### src/rtl/counter_supervisor.sv
// Supervisor for a saturating threshold counter: restarts it after each overrun,
// reports overruns as one-entry valid/ready events and latches a fault after repeated overruns.
module counter_supervisor #(
  parameter int unsigned COUNTER_MSB    = 7,
  parameter int unsigned EVENT_MSB      = 3,
  parameter int unsigned RESTART_CYCLES = 2,
  parameter int unsigned MAX_OVERRUNS   = 4
) (
  input  logic                   clk,
  input  logic                   rst,
  input  logic                   enable,
  input  logic [COUNTER_MSB:0]   counter,
  input  logic                   over_run,
  output logic                   counter_rst,
  output logic                   event_valid,
  input  logic                   event_ready,
  output logic [COUNTER_MSB:0]   event_data,
  output logic [EVENT_MSB:0]     event_index,
  output logic                   event_lost,
  output logic                   fault,
  input  logic                   fault_ack
);

  localparam int unsigned RcW = (RESTART_CYCLES > 1) ? $clog2(RESTART_CYCLES) : 1;
  localparam logic [RcW-1:0] RcLast = RcW'(RESTART_CYCLES - 1);
  localparam logic [RcW-1:0] RcOne = RcW'(1);
  localparam logic [EVENT_MSB:0] TallyOne = (EVENT_MSB + 1)'(1);
  localparam logic [EVENT_MSB:0] TallyMax = '1;
  localparam logic [EVENT_MSB:0] FaultTally = (EVENT_MSB + 1)'(MAX_OVERRUNS);
  localparam bit FaultEn = (MAX_OVERRUNS != 0);

  typedef enum logic [1:0] {
    StIdle,
    StRun,
    StRestart,
    StFault
  } state_e;

  state_e               state_q, state_d;
  logic [RcW-1:0]       rc_q, rc_d;
  logic [EVENT_MSB:0]   tally_q, tally_d;
  logic                 valid_q, valid_d;
  logic [COUNTER_MSB:0] data_q, data_d;
  logic [EVENT_MSB:0]   index_q, index_d;
  logic                 lost_q, lost_d;
  logic                 counter_rst_q, counter_rst_d;
  logic                 fault_q, fault_d;

  logic                 record;
  logic [EVENT_MSB:0]   tally_inc;

  // Tally saturates at all-ones rather than wrapping.
  assign tally_inc = (tally_q == TallyMax) ? tally_q : tally_q + TallyOne;

  always_comb begin
    state_d = state_q;
    rc_d    = rc_q;
    tally_d = tally_q;
    valid_d = valid_q;
    data_d  = data_q;
    index_d = index_q;
    lost_d  = lost_q;
    record  = 1'b0;

    if (valid_q && event_ready) begin
      valid_d = 1'b0;
    end

    case (state_q)
      StIdle: begin
        if (enable) begin
          state_d = StRun;
        end
      end
      StRun: begin
        if (!enable) begin
          state_d = StIdle;
        end else if (over_run) begin
          record  = 1'b1;
          tally_d = tally_inc;
          rc_d    = '0;
          if (FaultEn && (tally_inc == FaultTally)) begin
            state_d = StFault;
          end else begin
            state_d = StRestart;
          end
        end
      end
      StRestart: begin
        if (rc_q == RcLast) begin
          state_d = enable ? StRun : StIdle;
        end else begin
          rc_d = rc_q + RcOne;
        end
      end
      StFault: begin
        if (fault_ack) begin
          state_d = StIdle;
          tally_d = '0;
        end
      end
      default: begin
        state_d = StIdle;
      end
    endcase

    // A held event that transfers this cycle frees the slot for the new one.
    if (record) begin
      if (!valid_q || event_ready) begin
        valid_d = 1'b1;
        data_d  = counter;
        index_d = tally_inc;
      end else begin
        lost_d = 1'b1;
      end
    end

    if (fault_ack) begin
      lost_d = 1'b0;
    end

    counter_rst_d = (state_d != StRun);
    fault_d       = (state_d == StFault);
  end

  always_ff @(posedge clk) begin
    if (rst) begin
      state_q       <= StIdle;
      rc_q          <= '0;
      tally_q       <= '0;
      valid_q       <= 1'b0;
      data_q        <= '0;
      index_q       <= '0;
      lost_q        <= 1'b0;
      counter_rst_q <= 1'b1;
      fault_q       <= 1'b0;
    end else begin
      state_q       <= state_d;
      rc_q          <= rc_d;
      tally_q       <= tally_d;
      valid_q       <= valid_d;
      data_q        <= data_d;
      index_q       <= index_d;
      lost_q        <= lost_d;
      counter_rst_q <= counter_rst_d;
      fault_q       <= fault_d;
    end
  end

  assign counter_rst = counter_rst_q;
  assign event_valid = valid_q;
  assign event_data  = data_q;
  assign event_index = index_q;
  assign event_lost  = lost_q;
  assign fault       = fault_q;

endmodule

### config.mk
export PLATFORM = sky130hd
export DESIGN_NAME = counter_supervisor
export DESIGN_NICKNAME = d
export VERILOG_FILES = /design/src/rtl/counter_supervisor.sv
export SDC_FILE = /design/constraint.sdc
export NUM_CORES = 1
export LEC_CHECK = 0
export CORE_ASPECT_RATIO = 0.6
export CORE_MARGIN = 4
export CORE_UTILIZATION = 42
export CTS_CLUSTER_DIAMETER = 40
export DETAILED_ROUTE_END_ITERATION = 8
export PLACE_DENSITY = 0.79
export SLEW_MARGIN = 20
export SYNTH_ARGS = -nofsm -noshare
export SYNTH_HDL_FRONTEND = slang
export SYNTH_SLANG_ARGS = --single-unit
### constraint.sdc
create_clock -name clk -period 1.8 [get_ports clk]
set_clock_uncertainty 0.15 [all_clocks]
set_input_delay 0.36 -clock clk [delete_from_list [all_inputs] [get_ports clk]]
set_output_delay 0.36 -clock clk [all_outputs]
set_load 0.01 [all_outputs]
== Yosys cells after proc, flatten, opt, wreduce, memory -nomap -nowiden ==
Index checks and enable logic that the tools add are counted.

* Register bits: 23
* Input bits: 14
* Logic and storage cells: 56
* Output and inout port bits: 16

* Equality and inequality tests: 10
* Multiplexer cells: 23
* Reductions and logical operators: 11
* $add $sub $neg: 2
* Bitwise logic cells: 1

{| class="wikitable"
|+ Operators by type and width
! operator !! count
|-
| $mux W4 || 4
|-
| $mux W1 || 11
|-
| $mux W2 || 5
|-
| $pmux W2 S4 || 1
|-
| $pmux W4 S2 || 1
|-
| $eq A2 B2 Y1 const B || 3
|-
| $ne A2 B2 Y1 const B || 3
|-
| $add A4 B1 Y4 const B || 1
|-
| $eq A4 B3 Y1 const B || 1
|-
| $eq A4 B4 Y1 const B || 1
|-
| $reduce_and A2 Y1 || 2
|-
| $reduce_and A4 Y1 || 1
|-
| $reduce_bool A2 Y1 || 2
|-
| $reduce_and A3 Y1 || 1
|-
| $eq A2 B1 Y1 const B || 1
|-
| $logic_not A2 Y1 || 1
|-
| $ne A2 B1 Y1 const B || 1
|-
| $pmux W1 S2 || 1
|-
| $reduce_or A2 Y1 || 1
|-
| $add A1 B1 Y1 const B || 1
|-
| $logic_and A1 B1 Y1 || 1
|-
| $logic_not A1 Y1 || 1
|-
| $logic_or A1 B1 Y1 || 1
|-
| $not A1 Y1 || 1
|}

== Depth between registers and ports, before layout ==
* Depth in word-level cells: 8
* Gate-level depth with buffers: 5
* Mapped depth without buffers: 5

== Least setup slack after synthesis ==
No wires, ideal clock.

* Kind: flip-flop to flip-flop
* Start point: register tally_q[1]
* End point: register tally_q[0]
* Required time: 1.579 ns
* Data arrival time: 1.269 ns
* Path buffers: 0
* Clock period less this slack: 1.490 ns
* Cell stages (with the launch flop): 6
* Library setup time: 0.071 ns
* Slack: 0.310 ns
* Cells stage by stage: dfxtp_1 > ha_1 > nand3_1 > mux2i_1 > nand2_1 > a21oi_1

* Cells in the longest elaborated chain, start to end: 5

{| class="wikitable"
|+ Ends and longest elaborated chain
! what !! line !! text
|-
| start, declared || 41 || <nowiki>logic [EVENT_MSB:0] tally_q, tally_d;</nowiki>
|-
| start signal, assigned || 140 || <nowiki>tally_q <= tally_d;</nowiki>
|-
| $eq A4 B4 Y1 || 53 || <nowiki>assign tally_inc = (tally_q == TallyMax) ? tally_q : tally_q + TallyOne;</nowiki>
|-
| $mux W4 || 53 ||
|-
| $mux W4 || 78 || <nowiki>end else if (over_run) begin</nowiki>
|-
| $mux W4 || 76 || <nowiki>if (!enable) begin</nowiki>
|-
| $pmux W4 S2 || 69 || <nowiki>case (state_q)</nowiki>
|}

Every way passes these cells. The select of a mux whose other input is x is not followed.
A chain may end at the register's enable or synchronous reset.

== Final worst setup path ==
* Start point: register lost_q, in the netlist event_lost
* End point: output event_lost

{| class="wikitable"
|+ RTL lines
! what !! line !! text
|-
| start, declared || 45 || <nowiki>logic lost_q, lost_d;</nowiki>
|-
| start signal, assigned || 144 || <nowiki>lost_q <= lost_d;</nowiki>
|-
| end, declared || 19 || <nowiki>output logic event_lost,</nowiki>
|}

No word-level cell between the ends.

==> results.md <==
- The run finished with clean final reports.
- The library cell used most frequently in the layout, excluding fill and tap cells, is sky130_fd_sc_hd__clkdlybuf4s50_1.
- For this run, the total global-route usage over all layers was measured as 16.6%.
- The number of hold buffers added after CTS was 0.
- After floorplanning, the core was divided into 13 placement rows.
- The class of the tightest hold or removal check is reg2reg.
- The leakage dissipation is 0.526 nW.
- Setup violations remaining at the end of the flow were counted as 0.
- The number of placed instances with taps included is 178.
- The first detailed-routing pass took 4 iterations.
- In the global route stage, met3 resource usage came out at 4.79%.
- The cell type of the slowest stage on the worst timing path is sky130_fd_sc_hd__clkdlybuf4s50_1.
- The vias per cell is 5.24.
- For this run the aggregate overflow at the end of global routing stands at 0.
- The number of synthesized register bits is 23.
- In this run the vertical extent of the chip is 46.1 um.
- The total area inside the core boundary comes to 0.00223 mm^2.
- The first global-routing pass estimated 4160 um of wire.
- Setup total negative slack on the finished layout was measured at 0 ns.
- The number of CTS-inserted buffers is 3.
- The final non-filler cell area is 0.00143 mm^2.
- The die is 71.5 um wide.
- The worst path needs 1.68 ns of the cycle, external delays included.
- The number of nets handed over by synthesis was 130.
- After global routing, the most crowded layer is met2.
- The adder-cell share of the synthesized area is 1.23%.
- The count of cells in the finished layout, fillers not included, comes to 182.
- Of all nets on the critical path, the largest fanout is 2.
- The post-synthesis instance area is 0.00102 mm^2.
- The critical path goes through clkdlybuf4s50_1.
- In the routed design, unresolved DRC markers number 0.
- The main combinational cell family by area after synthesis is simple AND/OR/NAND/NOR gates.
- STA puts the critical path data required time at 1.29 ns.
- The final hold slack is 0.307 ns.
- Leaving out fill and tap cells, the most frequent cells in the layout are 29 x sky130_fd_sc_hd__clkdlybuf4s50_1, 23 x sky130_fd_sc_hd__nand2_1, 23 x sky130_fd_sc_hd__dfxtp_1, 16 x sky130_fd_sc_hd__a21oi_1, 9 x sky130_fd_sc_hd__buf_4.
- In the final design database the tool counted 168 nets.
- The number of sinks handled by clock tree synthesis is 23.
- In this run the tightest slew margin relative to its limit is 78.8%.
- The die covers 0.00330 mm^2.
- VDD sags by at most 0.430 mV.
- The clock passes through at most 2 buffers.
- The remaining antenna violation count after routing is 0.
- The repair_antennas step left the layout with diodes totalling 0.
- The max-slew violation total from the final report is 0.
- After synthesis, the share of cell area in mux cells is 1.97%.
- The clock transition at the registers of the reported paths is 0.08 ns.
- The highest clock rate is 596 MHz.
- The number of levels in the clock H-tree is 1.
- After synthesis, flip-flops and latches occupy 45.3% of the total area.
- The compound-cell area share of the yosys netlist is 17.5%.
- For this run, global-route usage on met1 was measured as 20.8%.
- Across all layers, the routed design uses 953 vias.
- The half-perimeter wire length after detailed placement is 1910 um.
- The arrival time at the worst endpoint is 1.17 ns.
- The largest net degree at the start of global routing is 14.
- By startpoint and endpoint, the worst setup path is classified as reg2out.
- In this run, distinct cell masters in the synthesized netlist total 36.
- Port buffering added 29 buffers.
- In this run, the number of DRC markers left after iteration 0 of detailed routing was 92.
- The number of global-route vias before repair is 918.
- The count of buffering cells on the critical path with inverters included is 1.
- The maximum cell stage delay along the critical path is 0.54 ns.
- The gate count of the mapped netlist is 115.
- In this run the post-CTS setup repair buffer count came out at 0.
- The type of element capturing the critical path is an output pin.
- The proportion of layout cells with a drive suffix above 1 is 15.8%.
- The top cell family by delay on the critical path is buffers and inverters.
- The average footprint of a synthesized cell is 8.85 um^2.
- The wire length after detailed routing is 2570 um.
- The routability congestion estimate is 0.785.
- TritonCTS built the clock tree.
- The initial antenna violation count was 0.
- The kind of start point of the critical path is a register.
- The final count of hold timing violations is 0.
- Summing all placed instances gives a cell area of 0.00138 mm^2.
- In the final routed layout, each cell accounts on average for 14.1 um.
- The post-synthesis share of cell area spent on and, or, nand and nor gates is 27.3%.
- The fraction of met2 tracks used by global routing is 28.3%.
- The count of pins on the block boundary is 30.
- The final total power is 964 uW.
- In this run, post-CTS repair resized a total of 0 instances.
- Summing the areas of all xor and xnor instances in the mapped netlist gives 2.58% of the synthesized area.
- The clock insertion delay at the later pin of the skew report is 0.27 ns.
- For this design the ratio of total power to cell area is 673 mW/mm^2.
- The relative area change from synthesis to final layout is 40.8%.
- The transition at the pin with the smallest max-transition slack is 0.317 ns.
- The tool flagged a number of max-cap violations equal to 0.
- Once the floorplan was initialized, standard cells occupied 45.6% of the core.
- The Yosys step of the flow raised 0 warnings.
- The root buffer selected by CTS is sky130_fd_sc_hd__clkbuf_8.
- The part of the cycle the worst path needs is 93.2%.
-- through the flow --
| step | setup WS [ns] | util (%) |
|---|---|---|
| floorplan | 0.310 | - |
| global placement | -0.0614 | 61.8 |
| detailed placement | -0.127 | 61.8 |
| CTS | 0.113 | 63.9 |
| global route | -0.00184 | 64.3 |
| finish | 0.122 | 64.3 |
-- logic make-up (layout without fill, tap and decap cells) --
logic type / Yosys count / after routing
adders and majority gates: 1 / 1
DFF: 23 / 23
and+or+nand+nor: 51 / 51
AOI/OAI and AO/OA: 28 / 28
buffers and inverters: 7 / 44
xor gates and xnor gates: 3 / 3
muxes: 2 / 2
-- state kept, by name, summed over array words and instances (netlist names) --
name / count
counter_rst: 1
event_data: 8
event_index: 4
event_lost: 1
event_valid: 1
fault: 1
rc_q: 1
state_q: 2
tally_q: 4
-- routing by layer --
| metal | up-vias | part of all wire (%) | wire [um] |
|---|---|---|---|
| li1 | 474 | - | - |
| met1 | 459 | 46 | 1190 |
| met2 | 16 | 48 | 1240 |
| met3 | 4 | 4.4 | 114 |
| met4 | 0 | 0.70 | 18 |
| met5 | - | 0 | 0 |
-- cell usage after synthesis, drive strengths merged --
cell    instances  share of area (%)
nor2            9                4.1
nand2          24                9.1
ha              1                1.2
xnor2           3                2.6
nand3           2               0.98
nor2b           4                2.5
a31oi           1               0.62
o311a           1                1.1
inv             2               0.74
and3b           1               0.86
dfxtp          23                 45
nand3b          2                1.5
mux2i           2                2.0
clkbuf          2               0.74
buf             3                2.7
and2b           1               0.86
a32oi           1               0.86
o311ai          1               0.86
and3            1               0.74
a22o            1               0.86
a22oi           2                1.5
a311oi          1               0.86
and4b           1                1.1
nor3            2                1.5
nand2b          2                1.2
a41oi           1               0.86
a21oi          17                8.7
nand4b          1                2.3
and2            1               0.62
o21ai           1               0.49
a211oi          1               0.74
-- power breakdown --
group / total [mW] / switching, mW / leakage, nW / internal (mW)
logic: 0.114 / 0.0476 / 0.314 / 0.0663
registers: 0.532 / 0.0111 / 0.186 / 0.521
clock network: 0.318 / 0.164 / 0.0255 / 0.154
-- final cells by class --
cell class,count,area (um^2)
clock buffer,3,41.3
clock inverter,1,5.00
fill,173,796
inverter,2,7.51
multi-input combinational,85,523
sequential,23,460
tap,30,37.5
timing repair buffer,38,358
-- worst paths after layout --
check                                      to  slack, ns          start  depth (start not counted)
worst max-delay path               event_lost       0.12     event_lost                          1
worst min-delay path            event_data[7]       0.31  event_data[7]                          2
worst max register to register     tally_q[0]       0.15     tally_q[1]                          5
worst min register to register  event_data[7]       0.31  event_data[7]                          2
Note: power is estimated with default switching activity, not from simulation.
